--- config.mk ---
export PLATFORM = sky130hd
export DESIGN_NAME = hazard_ctrl_unit
export DESIGN_NICKNAME = d
export VERILOG_FILES = /design/src/rtl/hazard_pkg.sv /design/src/rtl/hazard_scoreboard.sv /design/src/rtl/hazard_ctrl_unit.sv
export SDC_FILE = /design/constraint.sdc
export NUM_CORES = 1
export LEC_CHECK = 0
export ABC_AREA = 1
export BUFFER_PORTS_ARGS = -buffer_cell sky130_fd_sc_hd__clkbuf_2
export CAP_MARGIN = 20
export CORE_MARGIN = 2
export CORE_UTILIZATION = 53
export CTS_CLUSTER_DIAMETER = 200
export CTS_CLUSTER_SIZE = 28
export DETAILED_ROUTE_END_ITERATION = 8
export GPL_TIMING_DRIVEN = 0
export PLACE_DENSITY = 0.78
export SLEW_MARGIN = 5
export SYNTH_ARGS = -nofsm -noshare
export SYNTH_HDL_FRONTEND = slang
export SYNTH_SLANG_ARGS = --single-unit
--- constraint.sdc ---
create_clock -name clk -period 4.6 [get_ports clk]
set_input_delay 0.23 -clock clk [delete_from_list [all_inputs] [get_ports clk]]
set_output_delay 0.23 -clock clk [all_outputs]
set_load 0.02 [all_outputs]
--- src/rtl/hazard_pkg.sv ---
// Shared types for the pipeline hazard controller: forwarding selects, FSM states
// and the in-flight scoreboard slot.
package hazard_pkg;

  // Slots store register indices at this fixed width so the struct is parameter-free.
  localparam int SB_RD_W = 8;

  typedef enum logic [1:0] {
    FWD_RF    = 2'b00,
    FWD_EXMEM = 2'b01,
    FWD_MEMWB = 2'b10,
    FWD_RET   = 2'b11
  } fwd_sel_t;

  typedef enum logic [1:0] {
    RUN      = 2'b00,
    LD_STALL = 2'b01,
    MEM_WAIT = 2'b10
  } hz_state_t;

  typedef struct packed {
    logic               valid;
    logic [SB_RD_W-1:0] rd;
    logic               reg_write;
    logic               is_load;
  } sb_slot_t;

  function automatic logic slot_hits(input sb_slot_t slot, input logic [SB_RD_W-1:0] rs);
    return slot.valid && slot.reg_write && (slot.rd != '0) && (slot.rd == rs);
  endfunction

endpackage

--- src/rtl/hazard_scoreboard.sv ---
// Three-slot (EX/MEM/WB) record of in-flight destination registers, plus the
// youngest-wins forwarding select for each ID source operand.
module hazard_scoreboard
  import hazard_pkg::*;
#(
  parameter int REG_ADDR_W = 5
) (
  input  logic                  clk,
  input  logic                  rst,
  input  logic                  advance,
  input  logic                  bubble,
  input  logic                  id_valid,
  input  logic [REG_ADDR_W-1:0] id_rs1,
  input  logic [REG_ADDR_W-1:0] id_rs2,
  input  logic                  id_use_rs1,
  input  logic                  id_use_rs2,
  input  logic [REG_ADDR_W-1:0] id_rd,
  input  logic                  id_reg_write,
  input  logic                  id_mem_read,
  output sb_slot_t              ex_slot,
  output fwd_sel_t              sel_a,
  output fwd_sel_t              sel_b
);

  sb_slot_t ex_q, mem_q, wb_q;
  sb_slot_t id_entry;

  function automatic fwd_sel_t pick(input logic vld, input logic use_rs,
                                    input logic [SB_RD_W-1:0] rs,
                                    input sb_slot_t ex_s, input sb_slot_t mem_s,
                                    input sb_slot_t wb_s);
    if (!vld || !use_rs)              return FWD_RF;
    else if (slot_hits(ex_s, rs))     return FWD_EXMEM;
    else if (slot_hits(mem_s, rs))    return FWD_MEMWB;
    else if (slot_hits(wb_s, rs))     return FWD_RET;
    else                              return FWD_RF;
  endfunction

  always_comb begin
    id_entry           = '0;
    id_entry.valid     = id_valid;
    id_entry.rd        = SB_RD_W'(id_rd);
    id_entry.reg_write = id_reg_write;
    id_entry.is_load   = id_mem_read;
  end

  always_ff @(posedge clk) begin
    if (rst) begin
      ex_q  <= '0;
      mem_q <= '0;
      wb_q  <= '0;
    end else if (advance) begin
      ex_q  <= bubble ? '0 : id_entry;
      mem_q <= ex_q;
      wb_q  <= mem_q;
    end
  end

  assign ex_slot = ex_q;
  assign sel_a   = pick(id_valid, id_use_rs1, SB_RD_W'(id_rs1), ex_q, mem_q, wb_q);
  assign sel_b   = pick(id_valid, id_use_rs2, SB_RD_W'(id_rs2), ex_q, mem_q, wb_q);

endmodule

--- src/rtl/hazard_ctrl_unit.sv ---
// Hazard controller top: stall/bubble/flush/freeze decode, registered forwarding
// selects, run/load-stall/mem-wait FSM and saturating debug counters.
module hazard_ctrl_unit
  import hazard_pkg::*;
#(
  parameter int REG_ADDR_W = 5,
  parameter int CNT_W      = 16
) (
  input  logic                  clk,
  input  logic                  rst,
  input  logic                  id_valid,
  input  logic [REG_ADDR_W-1:0] id_rs1,
  input  logic [REG_ADDR_W-1:0] id_rs2,
  input  logic                  id_use_rs1,
  input  logic                  id_use_rs2,
  input  logic [REG_ADDR_W-1:0] id_rd,
  input  logic                  id_reg_write,
  input  logic                  id_mem_read,
  input  logic                  ex_branch_taken,
  input  logic                  mem_busy,
  output logic [1:0]            fwd_sel_a,
  output logic [1:0]            fwd_sel_b,
  output logic                  pc_stall,
  output logic                  ifid_stall,
  output logic                  idex_bubble,
  output logic                  ifid_flush,
  output logic                  freeze,
  output logic [CNT_W-1:0]      ld_stall_cnt,
  output logic [CNT_W-1:0]      flush_cnt,
  output logic [CNT_W-1:0]      busy_cnt
);

  sb_slot_t  ex_slot;
  fwd_sel_t  sel_a, sel_b;
  fwd_sel_t  fwd_a_q, fwd_b_q;
  hz_state_t state_q, state_d;
  logic      post_rst_q;
  logic      load_use;
  logic      ev_busy, ev_flush, ev_ld;
  logic      advance, bubble;

  hazard_scoreboard #(.REG_ADDR_W(REG_ADDR_W)) u_sb (
    .clk          (clk),
    .rst          (rst),
    .advance      (advance),
    .bubble       (bubble),
    .id_valid     (id_valid),
    .id_rs1       (id_rs1),
    .id_rs2       (id_rs2),
    .id_use_rs1   (id_use_rs1),
    .id_use_rs2   (id_use_rs2),
    .id_rd        (id_rd),
    .id_reg_write (id_reg_write),
    .id_mem_read  (id_mem_read),
    .ex_slot      (ex_slot),
    .sel_a        (sel_a),
    .sel_b        (sel_b)
  );

  always_comb begin
    load_use = id_valid && ex_slot.valid && ex_slot.is_load && ex_slot.reg_write &&
               (ex_slot.rd != '0) &&
               ((id_use_rs1 && (SB_RD_W'(id_rs1) == ex_slot.rd)) ||
                (id_use_rs2 && (SB_RD_W'(id_rs2) == ex_slot.rd)));
  end

  // Hazard events are masked in the reset cycle and the one after it.
  always_comb begin
    ev_busy  = 1'b0;
    ev_flush = 1'b0;
    ev_ld    = 1'b0;
    if (!rst && !post_rst_q) begin
      if (mem_busy)             ev_busy  = 1'b1;
      else if (ex_branch_taken) ev_flush = 1'b1;
      else if (load_use)        ev_ld    = 1'b1;
    end
  end

  always_comb begin
    pc_stall    = ev_busy | ev_ld;
    ifid_stall  = ev_busy | ev_ld;
    idex_bubble = ev_flush | ev_ld;
    ifid_flush  = ev_flush;
    freeze      = ev_busy;
    advance     = !ev_busy;
    bubble      = ev_flush | ev_ld;
  end

  always_comb begin
    state_d = state_q;
    case (state_q)
      RUN: begin
        if (ev_busy)    state_d = MEM_WAIT;
        else if (ev_ld) state_d = LD_STALL;
      end
      LD_STALL: state_d = ev_busy ? MEM_WAIT : RUN;
      MEM_WAIT: state_d = ev_busy ? MEM_WAIT : RUN;
      default:  state_d = RUN;
    endcase
  end

  always_ff @(posedge clk) begin
    if (rst) begin
      state_q      <= RUN;
      post_rst_q   <= 1'b1;
      fwd_a_q      <= FWD_RF;
      fwd_b_q      <= FWD_RF;
      ld_stall_cnt <= '0;
      flush_cnt    <= '0;
      busy_cnt     <= '0;
    end else begin
      state_q    <= state_d;
      post_rst_q <= 1'b0;
      if (advance) begin
        fwd_a_q <= bubble ? FWD_RF : sel_a;
        fwd_b_q <= bubble ? FWD_RF : sel_b;
      end
      if (ev_ld && (ld_stall_cnt != '1))  ld_stall_cnt <= ld_stall_cnt + 1'b1;
      if (ev_flush && (flush_cnt != '1))  flush_cnt    <= flush_cnt + 1'b1;
      if (ev_busy && (busy_cnt != '1))    busy_cnt     <= busy_cnt + 1'b1;
    end
  end

  assign fwd_sel_a = fwd_a_q;
  assign fwd_sel_b = fwd_b_q;

endmodule

== Word-level counts from Yosys, hierarchy flattened ==
Cells that the tools add are included.
Storage, ports and cells
  register bits after elaboration: 84
  latch bits: 0
  RAM bits: 0
  memory bits (read-only): 0
  input bits: 24
  output and inout port bits: 57
  logic and storage cells: 87
  memories: 0
Operators by class
  add/subtract/negate cells: 3
  $mul: 0
  divide/modulo/power cells: 0
  magnitude comparators: 0
  equality and inequality tests: 11
  shift operators: 0
  mux-type cells: 21
  bitwise gates (word level): 2
  reductions and logical operators: 34
Operators with widths (count)
  adder 16 x 1 -> 16 bit (second input constant): 3
  == test 8 x 5 -> 1 bit: 6
  != test 16 bit (second input constant): 3
  nonzero test 8 bit: 3
  logical AND 1 bit: 23
  2-to-1 mux 2 bit: 10
  == test 5 x 8 -> 1 bit: 2
  2-to-1 mux 11 bit: 1
  2-to-1 mux 1 bit: 10
  zero test 1 bit: 5
  logical OR 1 bit: 3
  bitwise OR 1 bit: 2

== Longest topological paths before layout ==
Gate-level depths: netlist (run 1).
  word-level depth: 11
  mapped depth: 11
  depth with buffers taken out: 11

== Hierarchy ==
Synthesis (run 1) repeated with hierarchy kept, for this count alone.
Second synthesis, totals
  cell total of the unflattened synthesis: 691
  area total of the unflattened synthesis: 4345.4 um^2
Modules (own cells, without submodules)
  hazard_ctrl_unit: instances 1, cells an instance 472, area each 2974.1 um^2, sequential area each 1061.0 um^2
  hazard_scoreboard: instances 1, cells an instance 219, area each 1371.3 um^2, sequential area each 440.4 um^2

== Least setup slack after synthesis (run 1) ==
Ideal clock, no wire load.
  kind: flip-flop to flip-flop
  start point: register flush_cnt[0]
  end point: register flush_cnt[13]
  setup time: 132 ps
  arrival: 1599 ps
  data required time: 4468 ps
  slack: 2869 ps
  stages on the path, launching flop included: 10
  path buffers: 1
  period minus slack after synthesis: 1731 ps
  cells stage by stage: dfxtp_1 ha_1 nand3_1 nor2_1 nand3_1 nand2_2 inv_2 buf_2 nand2_1 a21oi_1
Between the ends
  word-level cells in the longest chain between the ends: 2
  elaborated cells on any way between the ends: 3
  those cells by class: add/sub (1); eq/ne (1); reduce/logical (1)
Ends and longest elaborated chain
  from (decl): RTL line hazard_ctrl_unit.sv:29  | output logic [CNT_W-1:0] flush_cnt,
  from (signal assigned): RTL line hazard_ctrl_unit.sv:119  | if (ev_flush && (flush_cnt != '1)) flush_cnt <= flush_cnt + 1'b1;
  branches (longest 2 deep; another with adder 16 x 1 -> 16 bit)
Parallel ways; which one is timed is not known.
A chain may end at the register's enable or synchronous reset.

== Worst setup path after layout (run 1) ==
  start point: input rst
  end point: output pc_stall
Between the ends
  word-level cells in the longest chain between the ends: 4
  elaborated cells on any way between the ends: 5
  those cells by class: mux (2); bitwise (1); reduce/logical (2)
Ends and longest elaborated chain
  from (decl): RTL line hazard_ctrl_unit.sv:10  | input logic rst,
  zero test 1 bit (*): RTL line hazard_ctrl_unit.sv:72  | if (!rst && !post_rst_q) begin
  logical AND 1 bit (*): RTL line hazard_ctrl_unit.sv:72
  2-to-1 mux 1 bit: RTL line hazard_ctrl_unit.sv:72
  bitwise OR 1 bit (*): RTL line hazard_ctrl_unit.sv:80  | pc_stall = ev_busy | ev_ld;
  to (decl): RTL line hazard_ctrl_unit.sv:23  | output logic pc_stall,
Every way passes the cells marked *; elsewhere a longest branch is shown, timed or not.

==> run metrics, run 1 <==
outcome finished clean; Final Slew Violations 0; CTS Root Cell clkbuf_8; CTS sink count between 70 and 80; Final Setup Violations 0; min Tclk post-route approximately 2.7 ns; I/O Pins between 80 and 90; worst slew pin tran between 0.5 and 0.6 ns; CP Launch Type input pin; Final #Nets 775; total track usage ~27%; antenna violations before repair 0; later-pin clock latency in the skew report 0.36 ns; asr flop ratio synth 0%; FF-to-FF setup slack around 2.7 ns; Hold Path Cell Cnt 3; crit path max fanout 10; DRT Wirelength approximately 11 mm; Iter 0 DRT Violations between 200 and 300; Reg clk slew, reported paths 0.08 ns; gpl congestion 0.968; Highest Clock Rate 368 MHz; register area 0.00150 mm^2; Setup TNS 0 ns; fin crit share about 59%; placed cell count 838; Setup crit start rst; post-synthesis sequential area ratio a little over a third; Netlist Area Pre-Place about 0.0042 mm^2; post-synthesis instance total 656; Initial Utilization about 55%; first-pass GRT wire length 18.8 mm; Fillers roughly 730; Yosys top cell by area dfxtp_1; Vias 4458; area share of the largest cell type after synthesis a little over a third; CTS Buffer Depth 2; Worst R2R End flush_cnt[9]; H-Tree Depth 3; FF-to-FF path depth 9; RSZ-0062 raised after global routing false; Final Hold Fails 0; CP endpoint pc_stall; Worst Setup End Kind primary output; ANT cells 0; count leader, synth nand2_1; Synth Register Bits 75; max-cap violation count 0; port bufs 80; Leak Pwr approximately 2.2 nW; Vias per Instance 5.21; total grt overflow 0; Yosys cell types 34; number of synthesis warnings 0; multi-input combinational cell area ~0.0023 mm^2; worst r2r src flush_cnt[0]; Setup Skew around 0.013 ns; row count 32; Max VDD drop 159 uV; Pre-antenna DRT Iters 4; Core Area slightly below 0.008 mm^2; DP HPWL 8.50 mm; Worst Path Required between 4 and 5 ns; vias in the first global route between 4000 and 5000; Die ar. between 0.008 and 0.009 mm^2; fin cells approximately 860; share of cells above drive strength 1 17.3%; synthesized area per cell ~6.4 um^2; number of remaining DRC errors 0; P per Cell Area roughly 270 mW/mm^2; wire per inst roughly 13 um; height of the die 93.3 um; Crit Path Class in -> out; CTS Buf Count 9; Post-synth top cells nand2_1, inv_1, nor2_1; CTS tree built; top_reg_cell synth dfxtp_1; largest net degree at the start of global routing 13; die width 93.3 um; Final ANT Viol Nets 0; Area contributors post-synth dfxtp_1, nand2_1, inv_1; # Post-CTS Setup Buffers 0; WP data arrival between 2 and 2.5 ns; Post-synth EDFFs 0; max_slew headroom between 60% and 70%; Hold Path Class in -> reg; Area Overhead vs Synth 17.8%; Syn Nets approximately 680
-- per-stage QoR --
step / hold WS, ns / setup slack, ns / util [%] / power [mW] / instance area (um^2)
after floorplan: 0.258 / 2.87 / - / 0.771 / 4220
after global placement: 0.363 / 2.50 / 61.5 / 0.813 / 4750
after detailed placement: 0.366 / 2.47 / 61.5 / 0.816 / 4750
after CTS: 0.0853 / 1.89 / 64.4 / 1.35 / 4970
after global routing: 0.0987 / 1.70 / 64.4 / 1.40 / 4970
final: 0.0967 / 1.88 / 64.4 / 1.34 / 4970
-- state kept, by name (all words and copies together) (netlist names) --
signal / cells
busy_cnt: 16
flush_cnt: 16
fwd_sel_a: 2
fwd_sel_b: 2
ld_stall_cnt: 16
post_rst_q: 1
u_sb.ex_slot: 8
u_sb.mem_q: 7
u_sb.wb_q: 7
-- worst max-delay path, stage by stage --
cell           delay, ns
dlygate4sd3_1       0.55
clkbuf_2            0.12
nor2_1              0.18
inv_1               0.10
nor2_2              0.23
inv_1               0.12
clkbuf_1            0.23
clkbuf_1            0.28
nand2_1             0.18
buf_4               0.12
clkbuf_2            0.15
-- worst min path at each step --
stage / from / endpoint / slack, ns
detailed placement: rst / post_rst_q / 0.37
CTS: id_rd[1] / u_sb.ex_slot[3] / 0.09
global route: id_rd[1] / u_sb.ex_slot[3] / 0.1
finish: id_rd[1] / u_sb.ex_slot[3] / 0.1
floorplan: rst / post_rst_q / 0.26
global placement: rst / post_rst_q / 0.36
-- final cells by class --
class | instances | share of cell area [%]
inverters | 95 | 7.17
flip-flops and latches | 75 | 30.2
clock inverters | 4 | 0.956
well taps | 102 | 2.57
multi-input cells | 467 | 45.5
repair buffers | 81 | 8.25
clock buffers | 12 | 3.32
plain buffers | 19 | 2.09
-- repair_timing --
item / 4_1_cts / 5_1_grt
hold buffers: 1 / 0
hold endpoints to repair: 1 / 0
resized for setup: 0 / 0
-- cells by family (layout without fill, tap and decap cells) --
kind of cell / after synthesis / count (layout) / synth area share [%]
buf+inv: 114 / 211 / 10.9
fa+ha+maj: 3 / 3 / 0.889
flops: 75 / 75 / 35.5
compound gates: 98 / 98 / 12.1
simple gates: 343 / 343 / 35.8
xor+xnor: 23 / 23 / 4.77
-- power breakdown --
| part | leakage (nW) | internal (mW) | switching, mW |
|---|---|---|---|
| Clock | 0.108 | 0.293 | 0.243 |
| Sequential | 0.609 | 0.662 | 0.0163 |
| Combinational | 1.46 | 0.0446 | 0.0795 |
| Total | 2.18 | 1.00 | 0.339 |
-- placed cells by master, fill, tap and decap left out, types with 3 or more instances in the layout --
cell	n
ha_1	3
clkbuf_1	9
dfxtp_1	75
xnor2_1	6
a21oi_1	41
nand4_2	3
nand3_2	3
nor2_2	5
inv_2	8
nand4_1	19
nand2_1	162
o21ai_1	3
nor3_1	18
nand3_1	43
o21ai_0	47
inv_1	87
clkbuf_8	12
nor2_1	77
o21bai_1	3
clkbuf_2	80
nand2_2	3
xor2_1	17
buf_4	4
-- per-layer routing --
metal | global-route usage (%) | wire length [um] | vias up
li1 | - | - | 2293
met1 | 34.3 | 4850 | 2027
met2 | 45.9 | 5380 | 124
met3 | 5.56 | 758 | 14
met4 | 9.07 | 149 | 0
met5 | 0 | 0 | -
No activity file was read; power rests on OpenSTA's default activity.
==> inputs of run 2 (changes only) <==
==> constraint.sdc (replaced) <==
create_clock -name clk -period 2.65 [get_ports clk]
set_input_delay 0.1325 -clock clk [delete_from_list [all_inputs] [get_ports clk]]
set_output_delay 0.1325 -clock clk [all_outputs]
set_load 0.02 [all_outputs]
==> run metrics, run 2 (synthesized netlist as in run 1, its figures left out) <==
Worst R2R End flush_cnt[9]; CTS Buf Count 9 (unchanged); Setup Skew 0.0129 ns (+0.000265 ns); most frequent cells in the layout nand2_1, inv_1, clkbuf_2; fin crit share ~90%; share of cells above drive strength 1 17.2% (-0.023 points); Net Sw Frac 25.4% (+0.095 points); number of remaining DRC errors 0 (unchanged); Final #Nets 776 (+0.13%); Final Slew Violations 0 (unchanged); height of the die 93.3 um (unchanged); Worst Path Required 2.52 ns (-1.85 ns); CP Cell Sequence dlygate4sd3_1 > clkbuf_2 > nor2_1 > inv_1 > nor2_2 > inv_1 > clkbuf_1 > nand2_1 > buf_4 > clkbuf_2; P_sw 591 uW (+75%); CP Launch Type input pin; Final ANT Viol Nets 0 (unchanged); crit path max fanout 19 (+9); CTS Buffer Depth 2 (unchanged); Worst Setup End Kind primary output; I/O Pins 81 (unchanged); Crit Path Class in -> out; Final Setup Violations 0 (unchanged); worst-case hold path end point u_sb.ex_slot[2]; combinational power share 9.4% (about the same); CTS tree built; Iter 0 DRT Violations 285 (-4.4%); max_slew headroom 55.5% (-8.1 points); final total power 2.33 mW (+74%); port bufs 80 (unchanged); met3 Use GR 5.56% (unchanged); FF-to-FF setup slack 0.72 ns (-1.97 ns); Vias 4442 (-0.36%); gpl congestion 0.968 (unchanged); WP data arrival 2.25 ns (-0.24 ns); Max VDD drop 276 uV (+74%); H-Tree Depth 3 (unchanged); Area Overhead vs Synth 18.2%; min Tclk post-route 2.38 ns; row count 32 (unchanged); DP HPWL 8.50 mm (unchanged); Fillers 727 (-0.27%); outcome finished clean; Reg clk slew, reported paths 0.08 ns (about the same); Regs by FF count busy_cnt: 16 flops, flush_cnt: 16 flops, ld_stall_cnt: 16 flops; Leak Pwr 2.19 nW (+0.33%); ANT cells 0 (unchanged); vias in the first global route 4192 (+0.24%); Hold Path Cell Cnt 3 (unchanged); wire per inst 13.0 um (about the same); DRT Wirelength 11.2 mm (+0.21%); Top Usage Layer GRT met2; critical path's largest stage delay 0.55 ns (about the same); Pre-antenna DRT Iters 5 (+1); Resized cells post-CTS 0 (unchanged); later-pin clock latency in the skew report 0.36 ns (about the same); WHS 0.0146 ns (-0.0821 ns); first-pass GRT wire length 18.8 mm (+0.15%); Die ar. 0.00870 mm^2 (unchanged); CTS sink count 75 (unchanged); Setup TNS 0 ns (unchanged); total track usage 27.1% (+0.034 points); RSZ-0062 raised after global routing false; GR Util met1 34.3% (unchanged); antenna violations before repair 0 (unchanged); clock network power share 40.1% (about the same); max-cap violation count 0 (unchanged); multi-input combinational cell area 0.00226 mm^2 (unchanged); register area 0.00150 mm^2 (unchanged); Initial Utilization 54.7% (unchanged); Core Area 0.00773 mm^2 (unchanged); CTS Root Cell clkbuf_8; hold path start id_rd[0]; FF-to-FF path depth 9 (unchanged); Hold Path Class in -> reg; # Post-CTS Setup Buffers 0 (unchanged); Final Hold Fails 0 (unchanged); cell with the largest stage delay on the worst path dlygate4sd3_1; sequential share of power 50.6% (about the same); Vias per Instance 5.19 (-0.48%); worst r2r src flush_cnt[0]; largest net degree at the start of global routing 13 (unchanged); P per Cell Area 467 mW/mm^2 (+73%); most common cell after layout, fill and taps aside nand2_1; worst slew pin tran 0.668 ns (+0.121 ns); Post-Route Utilization 64.6% (+0.21 points); total grt overflow 0 (unchanged); Internal Power 1.74 mW (+74%); die width 93.3 um (unchanged); met2 GRT Util 46.0% (+0.12 points); Highest Clock Rate roughly 420 MHz
[run 2: cell types whose count changed in the layout (fill, tap and decap cells not counted)]
cell,before,now
dlygate4sd3_1,1,3
clkbuf_1,9,8
[run 2: timing repair]
| item | CTS | global route |
|---|---|---|
| setup endpoints to repair | 0 | 1 |
| hold endpoints to repair | 3 | 0 |
| hold buffers | 3 | 0 |
[run 2: worst max-delay path, delay by kind of cell]
| kind | cells | cell delay (ns) |
|---|---|---|
| buffers and inverters | 7 | 1.48 |
| and+or+nand+nor | 3 | 0.62 |
[run 2: metal layers]
layer / vias up / routed length [um] / share of wire [%]
met3: 16 / 718 / 6.4
met4: 0 / 150 / 1.3
met1: 2013 / 4920 / 44
met5: - / 0 / 0
met2: 118 / 5370 / 48
li1: 2295 / - / -
[run 2: how the worst max path moves through the flow]
stage	slack (ns)	from	cells after the start	to
6_report	0.27	rst	10	pc_stall
5_1_grt	0.02	rst	10	pc_stall
4_1_cts	0.13	rst	11	pc_stall
3_5_place_dp	0.69	post_rst_q	9	pc_stall
3_3_place_gp	0.72	post_rst_q	9	pc_stall
2_1_floorplan	0.92	flush_cnt[0]	9	flush_cnt[13]
[run 2: area by class of cell]
cell class	instances	share of cell area, %
Clock buffer	12	3.31
Multi-Input combinational cell	467	45.3
Sequential cell	75	30.1
Clock inverter	4	0.953
Timing Repair Buffer	83	8.62
Inverter	95	7.14
Buffer	18	2.01
Tap cell	102	2.56
[run 2: power by group through the flow]
| stage | clock [mW] | combinational (mW) | sequential (mW) |
|---|---|---|---|
| 5_1_grt | 0.999 | 0.248 | 1.18 |
| 2_1_floorplan | 0 | 0.140 | 1.20 |
| 6_report | 0.933 | 0.218 | 1.18 |
| 4_1_cts | 0.948 | 0.218 | 1.18 |
| 3_3_place_gp | 0 | 0.208 | 1.20 |
| 3_5_place_dp | 0 | 0.213 | 1.20 |
[run 2: through the flow]
step	instances	area (um^2)	worst slack (ns)
finish	856	4990	0.265
global route	856	4990	0.0188
CTS	857	4990	0.135
detailed placement	838	4750	0.688
global placement	838	4750	0.721
floorplan	656	4220	0.919
